<file path="src/rtl/rvga_dmem_bridge.sv">
// Data-memory bridge: turns the core's level-held dmem request into one valid/ready bus transaction.
// Optional WAIT-state timeout with sticky err_o is enabled by defining RVGA_DMEM_TIMEOUT_EN.
module rvga_dmem_bridge #(
    parameter int ADDR_W         = 32,
    parameter int DATA_W         = 32,
    parameter int TIMEOUT_CYCLES = 255
) (
    input  logic              clk_i,
    input  logic              rst_i,
    input  logic              dmem_r_v_i,
    input  logic              dmem_w_v_i,
    input  logic [ADDR_W-1:0] dmem_addr_i,
    input  logic [DATA_W-1:0] dmem_wdata_i,
    output logic [DATA_W-1:0] dmem_rdata_o,
    output logic              dmem_resp_v_o,
    output logic              bus_req_v_o,
    input  logic              bus_req_ready_i,
    output logic              bus_we_o,
    output logic [ADDR_W-1:0] bus_addr_o,
    output logic [DATA_W-1:0] bus_wdata_o,
    input  logic              bus_resp_v_i,
    input  logic [DATA_W-1:0] bus_rdata_i,
    output logic              err_o
);

    typedef enum logic [1:0] {
        S_IDLE = 2'd0,
        S_REQ  = 2'd1,
        S_WAIT = 2'd2,
        S_DONE = 2'd3
    } state_t;

    localparam logic [ADDR_W-1:0] WORD_MASK = ~ADDR_W'(3);

    if (TIMEOUT_CYCLES < 1 || TIMEOUT_CYCLES > 255) begin : g_bad_timeout
        $error("rvga_dmem_bridge: TIMEOUT_CYCLES must be in 1..255");
    end

    state_t state;

`ifdef RVGA_DMEM_TIMEOUT_EN
    localparam logic [7:0] TIMEOUT_LAST = 8'(TIMEOUT_CYCLES - 1);
    logic [7:0] wait_cnt;
    logic       err_q;
    assign err_o = err_q;
`else
    assign err_o = 1'b0;
`endif

    always_ff @(posedge clk_i or negedge rst_i) begin
        if (!rst_i) begin
            state         <= S_IDLE;
            bus_req_v_o   <= 1'b0;
            bus_we_o      <= 1'b0;
            bus_addr_o    <= '0;
            bus_wdata_o   <= '0;
            dmem_rdata_o  <= '0;
            dmem_resp_v_o <= 1'b0;
`ifdef RVGA_DMEM_TIMEOUT_EN
            wait_cnt      <= '0;
            err_q         <= 1'b0;
`endif
        end else begin
            dmem_resp_v_o <= 1'b0;
            case (state)
                S_IDLE: begin
                    // Write wins when the core raises both request strobes.
                    if (dmem_r_v_i || dmem_w_v_i) begin
                        bus_we_o    <= dmem_w_v_i;
                        bus_addr_o  <= dmem_addr_i & WORD_MASK;
                        bus_wdata_o <= dmem_wdata_i;
                        bus_req_v_o <= 1'b1;
                        state       <= S_REQ;
                    end
                end
                S_REQ: begin
                    if (bus_req_ready_i) begin
                        bus_req_v_o <= 1'b0;
                        state       <= S_WAIT;
`ifdef RVGA_DMEM_TIMEOUT_EN
                        wait_cnt    <= '0;
`endif
                    end
                end
                S_WAIT: begin
                    if (bus_resp_v_i) begin
                        if (!bus_we_o) begin
                            dmem_rdata_o <= bus_rdata_i;
                        end
                        dmem_resp_v_o <= 1'b1;
                        state         <= S_DONE;
                    end
`ifdef RVGA_DMEM_TIMEOUT_EN
                    else if (wait_cnt == TIMEOUT_LAST) begin
                        dmem_rdata_o  <= DATA_W'(32'hDEADBEEF);
                        dmem_resp_v_o <= 1'b1;
                        err_q         <= 1'b1;
                        state         <= S_DONE;
                    end else if (wait_cnt != 8'hFF) begin
                        wait_cnt <= wait_cnt + 8'd1;
                    end
`endif
                end
                S_DONE: begin
                    // Core request is still visible here; it is only re-sampled from IDLE.
                    state <= S_IDLE;
                end
                default: state <= S_IDLE;
            endcase
        end
    end

endmodule

</file>
<file path="config.mk">
export PLATFORM = sky130hd
export DESIGN_NAME = rvga_dmem_bridge
export DESIGN_NICKNAME = d
export VERILOG_FILES = /design/src/rtl/rvga_dmem_bridge.sv
export SDC_FILE = /design/constraint.sdc
export NUM_CORES = 1
export LEC_CHECK = 0
export CAP_MARGIN = 20
export CELL_PAD_IN_SITES_DETAIL_PLACEMENT = 1
export CELL_PAD_IN_SITES_GLOBAL_PLACEMENT = 2
export CORE_MARGIN = 5
export CORE_UTILIZATION = 23
export CTS_CLUSTER_DIAMETER = 60
export DETAILED_ROUTE_END_ITERATION = 16
export PLACE_DENSITY = 0.86
export SLEW_MARGIN = 15
export SYNTH_ARGS = -nofsm -noshare
export SYNTH_HDL_FRONTEND = slang
export SYNTH_SLANG_ARGS = --single-unit
</file>
<file path="constraint.sdc">
create_clock -name clk_i -period 1.5 [get_ports clk_i]
set_input_delay 0.45 -clock clk_i [delete_from_list [all_inputs] [get_ports clk_i]]
set_output_delay 0.45 -clock clk_i [all_outputs]
set_load 0.03 [all_outputs]
</file>
==> reports/results.tsv, run 1 <==
metric	value	unit
cp-startpoint	state[0]	
num_rows	47	
gr-usage-all-layers	12.6	%
synthTopCellsByArea	dfrtp_1 (64%), mux2_2 (24%), mux2_4 (2.3%)	
grt_overflow	0	
synthXorXnorAreaFrac	0	%
yosys.area_share.simple	1.13	%
synthCells	231	
worst_r2r_endpoint	state[1]	
clock_skew	0.00850	ns
p_per_area	2520	nW/um^2
initial_core_util	23.4	%
synth_top_family_by_area	multiplexers	
cts_max_level	3	
vias	2827	
synthMuxAreaShare	28.2	%
place.gp.congestion	0.754	
setup-violations-final	95	
peakVddDrop	0.870	mV
cp.required	1.72	ns
syn_area_per_cell	16.8	um^2
r2r_cells	4	
clk-insertion-delay-late	0.34	ns
synthDistinctLibCells	20	
dr.pass1.iters	4	
fin_nets	561	
violations	negative setup slack	
dr.first_iter.drc_count	67	
die_h	140	um
path_cells	buf_6 -> ha_4 -> a222oi_1 -> mux2_2	
rsz0062_at_grt	true	
ys_ff_latch	99	
syn2layout_area_growth	86.3	%
cts_buffers	9	
cpMaxStageDelayCell	a222oi_1	
drt_wl_total	14.4	mm
port-buffer-count	196	
outcome	complete, but fails checks	
grt_max_degree	46	
hold_viol	0	
synth_top_cell_area_share	64.0	%
worstSetupEndpointType	register	
routedWlPerCell	21.2	um
hold_path_class	register to register	
whs	0.509	ns
crit_fanout	2	
r2r_start	state[0]	
coreArea	16500	um^2
tns	-4.15	ns
finalCritPeriodShare	107	%
max_freq	0.624	GHz
seq_area_frac_synth	64.0	%
clkSlewWorstSetupHoldPaths	0.06	ns
critPathLaunchType	register	
power_leakage	3.46	nW
crit_type	register to register	
cts_sinks	99	
drive_above_1_share	53.3	%
crit_end	state[1]	
max_cap_viol_count	0	
die_w	140	um
final_antenna_net_count	0	
synthAdderAreaFrac	1.29	%
finalCriticalPeriod	1.60	ns
yosys.area.top_type	dfrtp_1	
grt_pass1_vias	3198	
maxSlewViolCount	0	
grt_pass1_wl	19.0	mm
dieArea	19500	um^2
cp.arrival	1.82	ns
drcViolationCount	0	
r2r_setup_slack	-0.10	ns
syn_area	3870	um^2
ys.warnings.count	0	
via_per_inst	4.16	
worst_path_largest_cell_delay	0.41	ns
ios	202	
cts_tree	done	
synth_compound_area_share	1.52	%
root_buffer	clkbuf_16	
hpwlAfterDp	9.04	mm
diodes	0	
fin_ws	-0.103	ns
antenna_found_initial	0	
cts_max_path_buffers	2	
power	18.2	mW
-- logic make-up (layout without fill, tap and decap cells) --
logic type / after synthesis / in the layout
AOI/OAI and AO/OA: 6 / 6
other: 1 / 3
and+or+nand+nor: 9 / 9
buffers and inverters: 17 / 244
DFF: 99 / 99
muxes: 95 / 95
adders and majority gates: 4 / 4
-- synthesized netlist by cell type --
library cell,instances
inv_1,4
conb_1,1
o32a_1,1
mux2_4,6
a22o_1,1
ha_1,4
buf_8,1
o311ai_0,1
dfrtp_1,99
mux2_2,84
buf_6,7
o21ai_4,1
a222oi_1,1
buf_4,5
o21ai_0,1
nor2_1,1
nand2b_2,1
and2_4,1
nand2_1,6
mux2_1,5
-- layout by cell type (no fill, tap or decap), types with 2 or more instances in the layout --
master / count
dlygate4sd2_1: 2
mux2_2: 3
buf_16: 4
buf_2: 17
nand2_1: 6
clkbuf_8: 2
conb_1: 3
dfrtp_1: 98
ha_4: 3
buf_12: 17
buf_4: 38
clkdlybuf4s50_1: 96
inv_1: 2
bufinv_16: 3
clkbuf_16: 16
clkdlybuf4s15_2: 40
mux2_4: 92
-- through the flow --
stage	setup WS (ns)	area [um^2]	cells	util, %
floorplan	0.0134	3880	233	-
detailed placement	-0.473	6150	648	37.2
CTS	-0.0911	6750	671	40.8
finish	-0.103	7210	680	43.7
global placement	-0.440	6150	648	37.2
global route	-0.142	7210	680	43.7
-- flip-flops by register name, summed over array words and instances (netlist names) --
register,flops
bus_wdata_o,32
dmem_rdata_o,32
bus_addr_o,30
state,2
bus_req_v_o,1
bus_we_o,1
dmem_resp_v_o,1
-- where the power goes --
| group | switching (mW) | internal [mW] | total [mW] |
|---|---|---|---|
| logic | 5.02 | 5.38 | 10.4 |
| clock network | 1.02 | 1.73 | 2.75 |
| registers | 0.944 | 4.06 | 5.00 |
| total | 6.98 | 11.2 | 18.2 |
-- area by class of cell --
type,count,area (um^2)
Clock buffer,11,253
Fill cell,1669,9310
Multi-Input combinational cell,117,1620
Sequential cell,99,2480
Timing Repair Buffer,224,2460
Tap cell,220,275
Clock inverter,5,106
Inverter,4,17.5
-- how the worst min path moves through the flow --
stage / startpoint / end / slack, ns / depth (start not counted)
finish: bus_addr_o[8] / bus_addr_o[8] / 0.51 / 1
global route: dmem_rdata_o[16] / dmem_rdata_o[16] / 0.52 / 1
CTS: bus_addr_o[10] / bus_addr_o[10] / 0.50 / 1
detailed placement: rst_i / bus_addr_o[23] / 0.36 / 1
global placement: rst_i / bus_addr_o[23] / 0.35 / 1
floorplan: rst_i / bus_addr_o[10] / 0.15 / 0
-- repair_timing --
item	4_1_cts	5_1_grt
cloned	3	9
pin swaps	2	5
resized for setup	185	131
buffers inserted	3	2
setup endpoints to repair	153	113
hold endpoints to repair	15	0
hold buffers	1	0
-- worst max-delay path: cells and delay by family, from the launching register on --
family | cells | cell delay [ns]
AOI/OAI and AO/OA | 1 | 0.41
adders and majority gates | 1 | 0.15
buffers and inverters | 1 | 0.13
DFF | 1 | 0.40
muxes | 1 | 0.39
-- layer usage --
layer | track usage, % | routed length [um] | vias to the layer above
li1 | - | - | 1247
met1 | 13.6 | 5610 | 1450
met2 | 23.3 | 7690 | 113
met3 | 3.36 | 828 | 17
met4 | 4.79 | 284 | 0
met5 | 0 | 0 | -
Power figures use the tool's default switching activity.
==> inputs of run 2 (changes only) <==
MAX_ROUTING_LAYER = met4   (was unset)
==> reports/results.tsv, run 2 (same netlist as run 1, synthesis figures left out) <==
metric	value	unit	change
cts_max_level	3		unchanged
critPathLaunchType	register		
die_h	140	um	unchanged
worst_r2r_endpoint	state[1]		
crit_type	register to register		
r2r_cells	4		unchanged
finalCritPeriodShare	107	%	about the same
fin_ws	-0.104	ns	-0.00154 ns
root_buffer	clkbuf_16		
path_cells	buf_6 -> ha_4 -> a222oi_1 -> mux2_2		
dieArea	19500	um^2	unchanged
cp.required	1.72	ns	about the same
nFillCells	1669		unchanged
cpMaxStageDelayCell	a222oi_1		
hpwlAfterDp	9.04	mm	unchanged
cts_buffers	9		unchanged
dr.first_iter.drc_count	71		+6.0%
place.gp.congestion	0.764		+1.3%
cts_max_path_buffers	2		unchanged
final_common_cell	dfrtp_1		
power	18.1	mW	about the same
setup-violations-final	95		unchanged
cp.arrival	1.82	ns	about the same
p_per_area	2520	nW/um^2	about the same
cp.buffers_inverters	1		unchanged
final_area	7210	um^2	unchanged
worstSetupEndpointType	register		
drcViolationCount	0		unchanged
rsz0062_at_grt	true		
diodes	0		unchanged
drt_wl_total	14.4	mm	-0.25%
grt_pass1_wl	19.0	mm	-0.14%
cp-startpoint	state[0]		
fin_nets	561		unchanged
ios	202		unchanged
max_cap_viol_count	0		unchanged
grt_overflow	0		unchanged
worstHoldStart	bus_addr_o[8]		
grt_pass1_vias	3198		unchanged
final_util	43.7	%	unchanged
place_area	6150	um^2	unchanged
reg_top3	bus_wdata_o x32, dmem_rdata_o x32, bus_addr_o x30		
crit_fanout	2		unchanged
drive_above_1_share	53.3	%	unchanged
hold_path_class	register to register		
cts_sinks	99		unchanged
cp_top_family	compound AO/OA/AOI/OAI gates		
finalCriticalPeriod	1.60	ns	+0.00154 ns
syn2layout_area_growth	86.3	%	unchanged
final_antenna_net_count	0		unchanged
vias	2832		+0.18%
via_per_inst	4.16		+0.18%
max_freq	0.623	GHz	about the same
clock_skew	0.00916	ns	+0.000662 ns
peakVddDrop	0.876	mV	+0.71%
crit_cells	4		unchanged
worst_path_largest_cell_delay	0.41	ns	about the same
clk-insertion-delay-late	0.34	ns	about the same
die_w	140	um	unchanged
dr.pass1.iters	4		unchanged
r2r_start	state[0]		
port-buffer-count	196		unchanged
antenna_found_initial	0		unchanged
crit_end	state[1]		
whs	0.509	ns	-0.000212 ns
gr-usage-all-layers	13.0	%	+0.38 points
power_leakage	3.46	nW	unchanged
layout_common_cells	dfrtp_1 (98), clkdlybuf4s50_1 (96), mux2_4 (92), clkdlybuf4s15_2 (40), buf_4 (38)		
num_rows	47		unchanged
hold_viol	0		unchanged
cts_tree	done		
routedWlPerCell	21.1	um	-0.25%
r2r_setup_slack	-0.10	ns	about the same
outcome	complete, but fails checks		
tns	-4.06	ns	+0.0899 ns
grt_max_degree	46		unchanged
violations	negative setup slack		
initial_core_util	23.4	%	unchanged
coreArea	16500	um^2	unchanged
clkSlewWorstSetupHoldPaths	0.06	ns	about the same
maxSlewViolCount	0		unchanged
==> run 2: cell counts in the layout (fill, tap and decap cells not counted) <==
No cell type changed its count.
==> run 2: worst min-delay path by stage <==
stage	slack, ns	to	depth (start not counted)
finish	0.51	bus_addr_o[8]	1
global route	0.52	dmem_rdata_o[16]	1
CTS	0.50	bus_addr_o[10]	1
detailed placement	0.36	bus_addr_o[23]	1
global placement	0.35	bus_addr_o[23]	1
floorplan	0.15	bus_addr_o[10]	0
==> run 2: layout make-up <==
type	instances	area [um^2]	share of cell area (%)
multi-input cells	117	1620	22.5
well taps	220	275	3.82
repair buffers	224	2460	34.1
clock inverters	5	106	1.47
clock buffers	11	253	3.50
inverters	4	17.5	0.243
flip-flops and latches	99	2480	34.4
==> run 2: through the flow <==
step                setup slack (ns)  cells
floorplan                     0.0134    233
global placement              -0.440    648
detailed placement            -0.473    648
CTS                          -0.0911    671
global route                  -0.142    680
finish                        -0.104    680
==> run 2: per-layer routing <==
metal	GRT usage, %	share of wire (%)
met5	-	0
met4	4.79	2.0
met3	2.74	4.8
met2	23.3	54
met1	14.0	40
==> run 2: worst reg2reg max path: stages, from the launching register on <==
cell and delay [ns]:
dfrtp_1 0.40, buf_6 0.13, ha_4 0.15, a222oi_1 0.41
mux2_2 0.39
==> run 2: timing repair <==
action,in CTS,in global routing
resized for setup,185,131
pin swaps,2,5
cloned,3,9
setup buffers,3,2
hold buffers,1,0
setup endpoints to repair,153,113
hold endpoints to repair,15,0
==> run 2: where the power goes <==
group / total, mW / internal, mW / switching, mW / leakage [nW]
Sequential: 5.00 / 4.06 / 0.943 / 1.17
Combinational: 10.4 / 5.38 / 5.02 / 2.12
Clock: 2.74 / 1.73 / 1.01 / 0.172
Total: 18.1 / 11.2 / 6.97 / 3.46
==> RTL change 1, RTL diff (flow settings as in run 1) <==
`DATA_W`: 32 -> 64.
--- a/src/rtl/rvga_dmem_bridge.sv
+++ b/src/rtl/rvga_dmem_bridge.sv
@@ -4,3 +4,3 @@
     parameter int ADDR_W         = 32,
-    parameter int DATA_W         = 32,
+    parameter int DATA_W         = 64,
     parameter int TIMEOUT_CYCLES = 255
Ports: changed (resized bus_rdata_i, bus_wdata_o, dmem_rdata_o and dmem_wdata_i); port bits go from 202 to 330. The function was not compared with the original's and may differ.
==> RTL change 1 against run 1 <==
- the run still ends with setup timing left
- power is 59% higher
- clock power is 62% higher
- sequential cell count is 64 higher
- hold slack worse by 0.053 ns
- highest routed layer unchanged
- routed wire length is 51% higher
- area after synthesis is 68% higher
- setup slack better by 0.00067 ns
- count of clock-buffer cells in the layout is 9 higher
- non-clock buffer count is 143 higher
- largest power group unchanged
- via count is 59% higher
- sequential power is 66% higher
- cell area is 57% higher
- critical path depth is 1 higher
- die area is 62% higher
==> RTL change 1: results (changes against run 1) <==
status: "complete, but fails checks"  # unchanged
violations: "setup timing"  # unchanged
grt_use_total_pct: 13.1  # was 12.6%
p_leak_nw: 5.40  # was 3.46 nW
drt-initial-drc-count: 159  # was 67
gp_congestion: 0.709  # was 0.754
setup_viol: 160  # was 95
top_regs: "bus_wdata_o x64, dmem_rdata_o x64, bus_addr_o x30"  # was bus_wdata_o x32, dmem_rdata_o x32, bus_addr_o x30
drive_above_1_share_pct: 52.1  # was 53.3%
first_global_vias: 5281  # was 3198
place_hpwl_um: 16100  # was 9040 um
htree_levels: 4  # was 3
min_path_type: "in2async"  # was reg2reg
synth_ff_type: "dfrtp_1"  # unchanged
drt-total-wl_um: 21700  # was 14400 um
clk_pin_slew_ns: 0.07
final_nets: 904  # was 561
place_ws_ns: -0.591  # was -0.473 ns
async_reset_ff_share_pct: 100  # unchanged
synth_common_cells: "163 x dfrtp_1, 60 x mux2_4, 50 x mux2_2"  # was 99 x dfrtp_1, 84 x mux2_2, 7 x buf_6
clock-skew-final_ns: 0.0135  # was 0.00850 ns
ctsLongestPathBuffers: 2  # unchanged
worstPathMaxFanout: 27  # was 2
grt_pass1_wl_um: 31600  # was 19000 um
fillCellCount: 2882  # was 1669
ir_drop_uv: 1030  # was 870 uV
antenna_found_initial: 0  # unchanged
r2r-start: "state[1]$_DFFE_PN0P_"  # was state[0]$_DFFE_PN0P_
worst_ep_arrival_time_ns: 1.91  # was 1.82 ns
cts_root_buffer: "clkbuf_16"  # unchanged
num_vias: 4495  # was 2827
critPathKind: "reg2reg"  # unchanged
clock_latency_ns: 0.43  # was 0.34 ns
fin_ws_ns: -0.102  # was -0.103 ns
io_buffer_count: 324  # was 196
dr.pass1.iters: 4  # unchanged
reg2reg_depth: 5  # was 4
synth_cell_type_count: 21  # was 20
cts_made_buffers: 17  # was 9
reg2reg_to: "dmem_rdata_o[13]$_DFFE_PN0P_"  # was state[1]$_DFFE_PN0P_
drv_slew: 0  # unchanged
synth_area_leaders: "dfrtp_1 63%, mux2_4 14%, mux2_2 8.7%"  # was dfrtp_1 64%, mux2_2 24%, mux2_4 2.3%
grt_max_degree: 42  # was 46
ys_seq_area_share_pct: 62.8  # was 64.0%
-- RTL change 1: changes by cell type after synthesis, sizes merged --
cell / run 1 / this run
buf: 13 / 20
dfrtp: 99 / 163
mux2: 95 / 159
-- RTL change 1: routing by layer --
metal  global-route usage, %  wire (um)  vias to the layer above
met3                    6.21       2430                       18
met1                    13.6       7840                     2280
met5                       0          0                        -
met2                    23.3      11100                      194
met4                    4.19        315                        0
li1                        -          -                     2003
-- RTL change 1: final cells by class --
class	count	area [um2]	area share [%]
clock buffer	20	457	4.03
clock inverter	11	130	1.15
inverter	4	15.0	0.132
multi-input combinational	181	2390	21.1
sequential	163	4080	36.0
tap	378	473	4.17
timing repair buffer	367	3790	33.5
-- RTL change 1: kinds of logic (layout without fill, tap and decap cells) --
kind of cell,Yosys count,count (layout),share of synthesized area [%]
muxes,159,159,31.0
adders and majority gates,4,4,0.770
and+or+nand+nor,9,9,0.635
buffers and inverters,24,402,3.95
other,1,3,0.0577
AOI/OAI and AO/OA,6,6,0.790
DFF,163,163,62.8
-- RTL change 1: worst min path at each step --
stage | startpoint | end | slack [ns] | cells after the start
after floorplan | rst_i | bus_addr_o[10]$_DFFE_PN0P_ | 0.15 | 0
after global placement | rst_i | dmem_rdata_o[50]$_DFFE_PN0P_ | 0.33 | 1
after detailed placement | rst_i | dmem_rdata_o[50]$_DFFE_PN0P_ | 0.33 | 1
after CTS | rst_i | bus_wdata_o[19]$_DFFE_PN0P_ | 0.42 | 2
after global routing | rst_i | dmem_rdata_o[50]$_DFFE_PN0P_ | 0.44 | 2
final | rst_i | dmem_rdata_o[50]$_DFFE_PN0P_ | 0.46 | 2
-- RTL change 1: stage by stage --
stage	utilization, %	TNS, ns	hold WS, ns	cell area, um2	cells
global placement	38.3	-70.80	0.328	10700	1078
floorplan	-	-2.93	0.154	6520	368
detailed placement	38.3	-75.03	0.329	10700	1078
global route	40.7	-19.92	0.441	11300	1124
CTS	40.0	-11.35	0.424	11100	1111
finish	40.7	-11.53	0.456	11300	1124
-- RTL change 1: timing repair --
| action | CTS | global route |
|---|---|---|
| hold buffers | 1 | 0 |
| gates resized for setup | 386 | 31 |
| pin swaps | 1 | 1 |
| gates cloned | 0 | 2 |
| setup endpoints to repair | 226 | 177 |
| setup buffers | 1 | 11 |
| hold endpoints to repair | 11 | 0 |
-- RTL change 1: where the power goes --
part	internal, mW	leakage (nW)	switching (mW)
clock	2.54	0.275	1.91
sequential	6.68	1.93	1.60
combinational	8.32	3.19	7.78
total	17.6	5.40	11.3
-- RTL change 1: critical path, cell delays in order, from the launching register on --
cell and delay (ns):
dfrtp_1 0.43, ha_4 0.19, and2_4 0.14, nand2b_4 0.11, buf_12 0.23, mux2_4 0.33
==> RTL change 2, RTL diff (settings of run 1) <==
Without the edit above. Re-encode `state_t` (4 states) as Gray code, 2 bits wide.
--- a/src/rtl/rvga_dmem_bridge.sv
+++ b/src/rtl/rvga_dmem_bridge.sv
@@ -26,6 +26,6 @@
     typedef enum logic [1:0] {
-        S_IDLE = 2'd0,
-        S_REQ  = 2'd1,
-        S_WAIT = 2'd2,
-        S_DONE = 2'd3
+        S_IDLE = 2'b00,
+        S_REQ  = 2'b01,
+        S_WAIT = 2'b11,
+        S_DONE = 2'b10
     } state_t;
Check against the original RTL: same outputs for any inputs over 4 cycles, from zero or initial values and one cycle with rst_i low; so few cycles prove little.
==> RTL change 2 against run 1 <==
- the flow still finishes with violations (setup timing)
- sequential power fell by 2%
- cell area fell by 6.2%
- fmax rose by 6.3%
- routed wire length fell by 14%
- sequential cell count did not move
- setup slack improved by 0.095 ns
- area after synthesis fell by 0.81%
- power fell by 8.7%
- hold slack got worse by 0.42 ns
- critical path type unchanged
- critical endpoint is now bus_wdata_o[23]$_DFFE_PN0P_
- largest cell class unchanged
- largest power group unchanged
- highest routed layer unchanged
==> RTL change 2: results (changes against run 1) <==
dr.pass1.iters: 3  # was 4
fillCellCount: 1675  # was 1669
violations: "setup timing"  # unchanged
final_nets: 540  # was 561
synth_xor_area_share_pct: 0  # unchanged
ir_drop_uv: 1100  # was 870 uV
async_reset_ff_share_pct: 100  # unchanged
antenna_found_initial: 0  # unchanged
drt-initial-drc-count: 64  # was 67
clock-skew-final_ns: 0.00611  # was 0.00850 ns
clock_latency_ns: 0.34  # about the same
htree_levels: 3  # unchanged
min_path_type: "in2async"  # was reg2reg
synth_area_leaders: "dfrtp_1 64%, mux2_2 17%, mux2_4 12%"  # was dfrtp_1 64%, mux2_2 24%, mux2_4 2.3%
status: "complete, but fails checks"  # unchanged
reg2reg_depth: 5  # was 4
cts_made_buffers: 9  # unchanged
placed_cell_area_um2: 6060  # was 6150 um2
grt_pass1_wl_um: 18600  # was 19000 um
place_hpwl_um: 8340  # was 9040 um
grt_max_degree: 55  # was 46
setup_viol: 6  # was 95
min_period_ns: 1.51  # was 1.60 ns
reg2reg_to: "bus_wdata_o[23]$_DFFE_PN0P_"  # was state[1]$_DFFE_PN0P_
worst_ep_arrival_time_ns: 1.73  # was 1.82 ns
r2r-start: "state[1]$_DFFE_PN0P_"  # was state[0]$_DFFE_PN0P_
drt-total-wl_um: 12400  # was 14400 um
p_int_mw: 10.1  # was 11.2 mW
holdWs_ns: 0.0919  # was 0.509 ns
synth-compound-area-share_pct: 1.01  # was 1.52%
p_leak_nw: 3.09  # was 3.46 nW
synthMuxAreaShare_pct: 30.5  # was 28.2%
vias_per_cell: 4.05  # was 4.16
fin_ws_ns: -0.00735  # was -0.103 ns
synth_cell_type_count: 17  # was 20
grt_use_total_pct: 12.4  # was 12.6%
first_global_vias: 3175  # was 3198
gp_congestion: 0.758  # was 0.754
diodes: 0  # unchanged
ctsLongestPathBuffers: 2  # unchanged
drive_above_1_share_pct: 52.4  # was 53.3%
ys_seq_area_share_pct: 64.5  # was 64.0%
post-route-util_pct: 41.1  # was 43.7%
synthAdderAreaFrac_pct: 0  # was 1.29%
place_ws_ns: -0.618  # was -0.473 ns
synth_common_cells: "99 x dfrtp_1, 59 x mux2_2, 30 x mux2_4"  # was 99 x dfrtp_1, 84 x mux2_2, 7 x buf_6
worstPathMaxFanout: 7  # was 2
cts_root_buffer: "clkbuf_16"  # unchanged
synth_ff_type: "dfrtp_1"  # unchanged
[RTL change 2: power groups by stage]
stage / Combinational (mW) / Sequential [mW] / Clock, mW
CTS: 9.02 / 4.90 / 2.64
detailed placement: 8.48 / 4.92 / 0
finish: 9.13 / 4.92 / 2.53
floorplan: 2.25 / 7.44 / 0
global route: 9.55 / 5.09 / 2.75
global placement: 8.30 / 4.87 / 0
[RTL change 2: worst max-delay path, cell delays in order, from the launching register on]
cell and delay [ns]:
dfrtp_1 0.42, nor3_4 0.24, buf_6 0.14, buf_12 0.12, buf_12 0.13, mux2_2 0.34
[RTL change 2: worst max-delay path by stage]
stage | start | cells past startpoint | to | slack (ns)
after floorplan | dmem_w_v_i | 4 | bus_addr_o[2]$_DFFE_PN0P_ | 0.005
after global placement | dmem_w_v_i | 5 | bus_wdata_o[12]$_DFFE_PN0P_ | -0.54
after detailed placement | dmem_w_v_i | 5 | bus_wdata_o[11]$_DFFE_PN0P_ | -0.62
after CTS | state[0]$_DFFE_PN0P_ | 5 | bus_wdata_o[12]$_DFFE_PN0P_ | -0.00001
after global routing | state[1]$_DFFE_PN0P_ | 5 | bus_wdata_o[23]$_DFFE_PN0P_ | -0.07
final | state[1]$_DFFE_PN0P_ | 5 | bus_wdata_o[23]$_DFFE_PN0P_ | -0.007
[RTL change 2: cell type report]
| cell class | count | share of cell area, % |
|---|---|---|
| Clock buffer | 12 | 3.79 |
| Sequential cell | 99 | 36.6 |
| Multi-Input combinational cell | 109 | 20.9 |
| Tap cell | 220 | 4.07 |
| Inverter | 1 | 0.0555 |
| Clock inverter | 4 | 1.07 |
| Timing Repair Buffer | 218 | 33.5 |
[RTL change 2: repair_timing]
item / CTS / global route
pin swaps: 1 / 2
cloned: 6 / 2
setup endpoints to repair: 127 / 97
resized for setup: 177 / 71
hold buffers: 0 / 0
setup buffers: 6 / 0
[RTL change 2: per-layer routing]
metal  wire length [um]  track usage [%]
met1               5290             14.8
met2               6060             20.9
met3                839             3.98
met4                207             4.63
met5                  0                0
[RTL change 2: cell families (layout without fill, tap and decap cells)]
family	Yosys count	count (layout)
AO/OA/AOI/OAI	5	5
flip-flops	99	99
AND/OR/NAND/NOR	7	7
other	1	3
buffers and inverters	14	235
multiplexers	94	94
[RTL change 2: stage by stage]
stage	cells	setup TNS (ns)
after floorplan	222	0
after global placement	635	-43.76
after detailed placement	635	-48.17
after CTS	663	-0.0000118
after global routing	663	-1.39
final	663	-0.0190
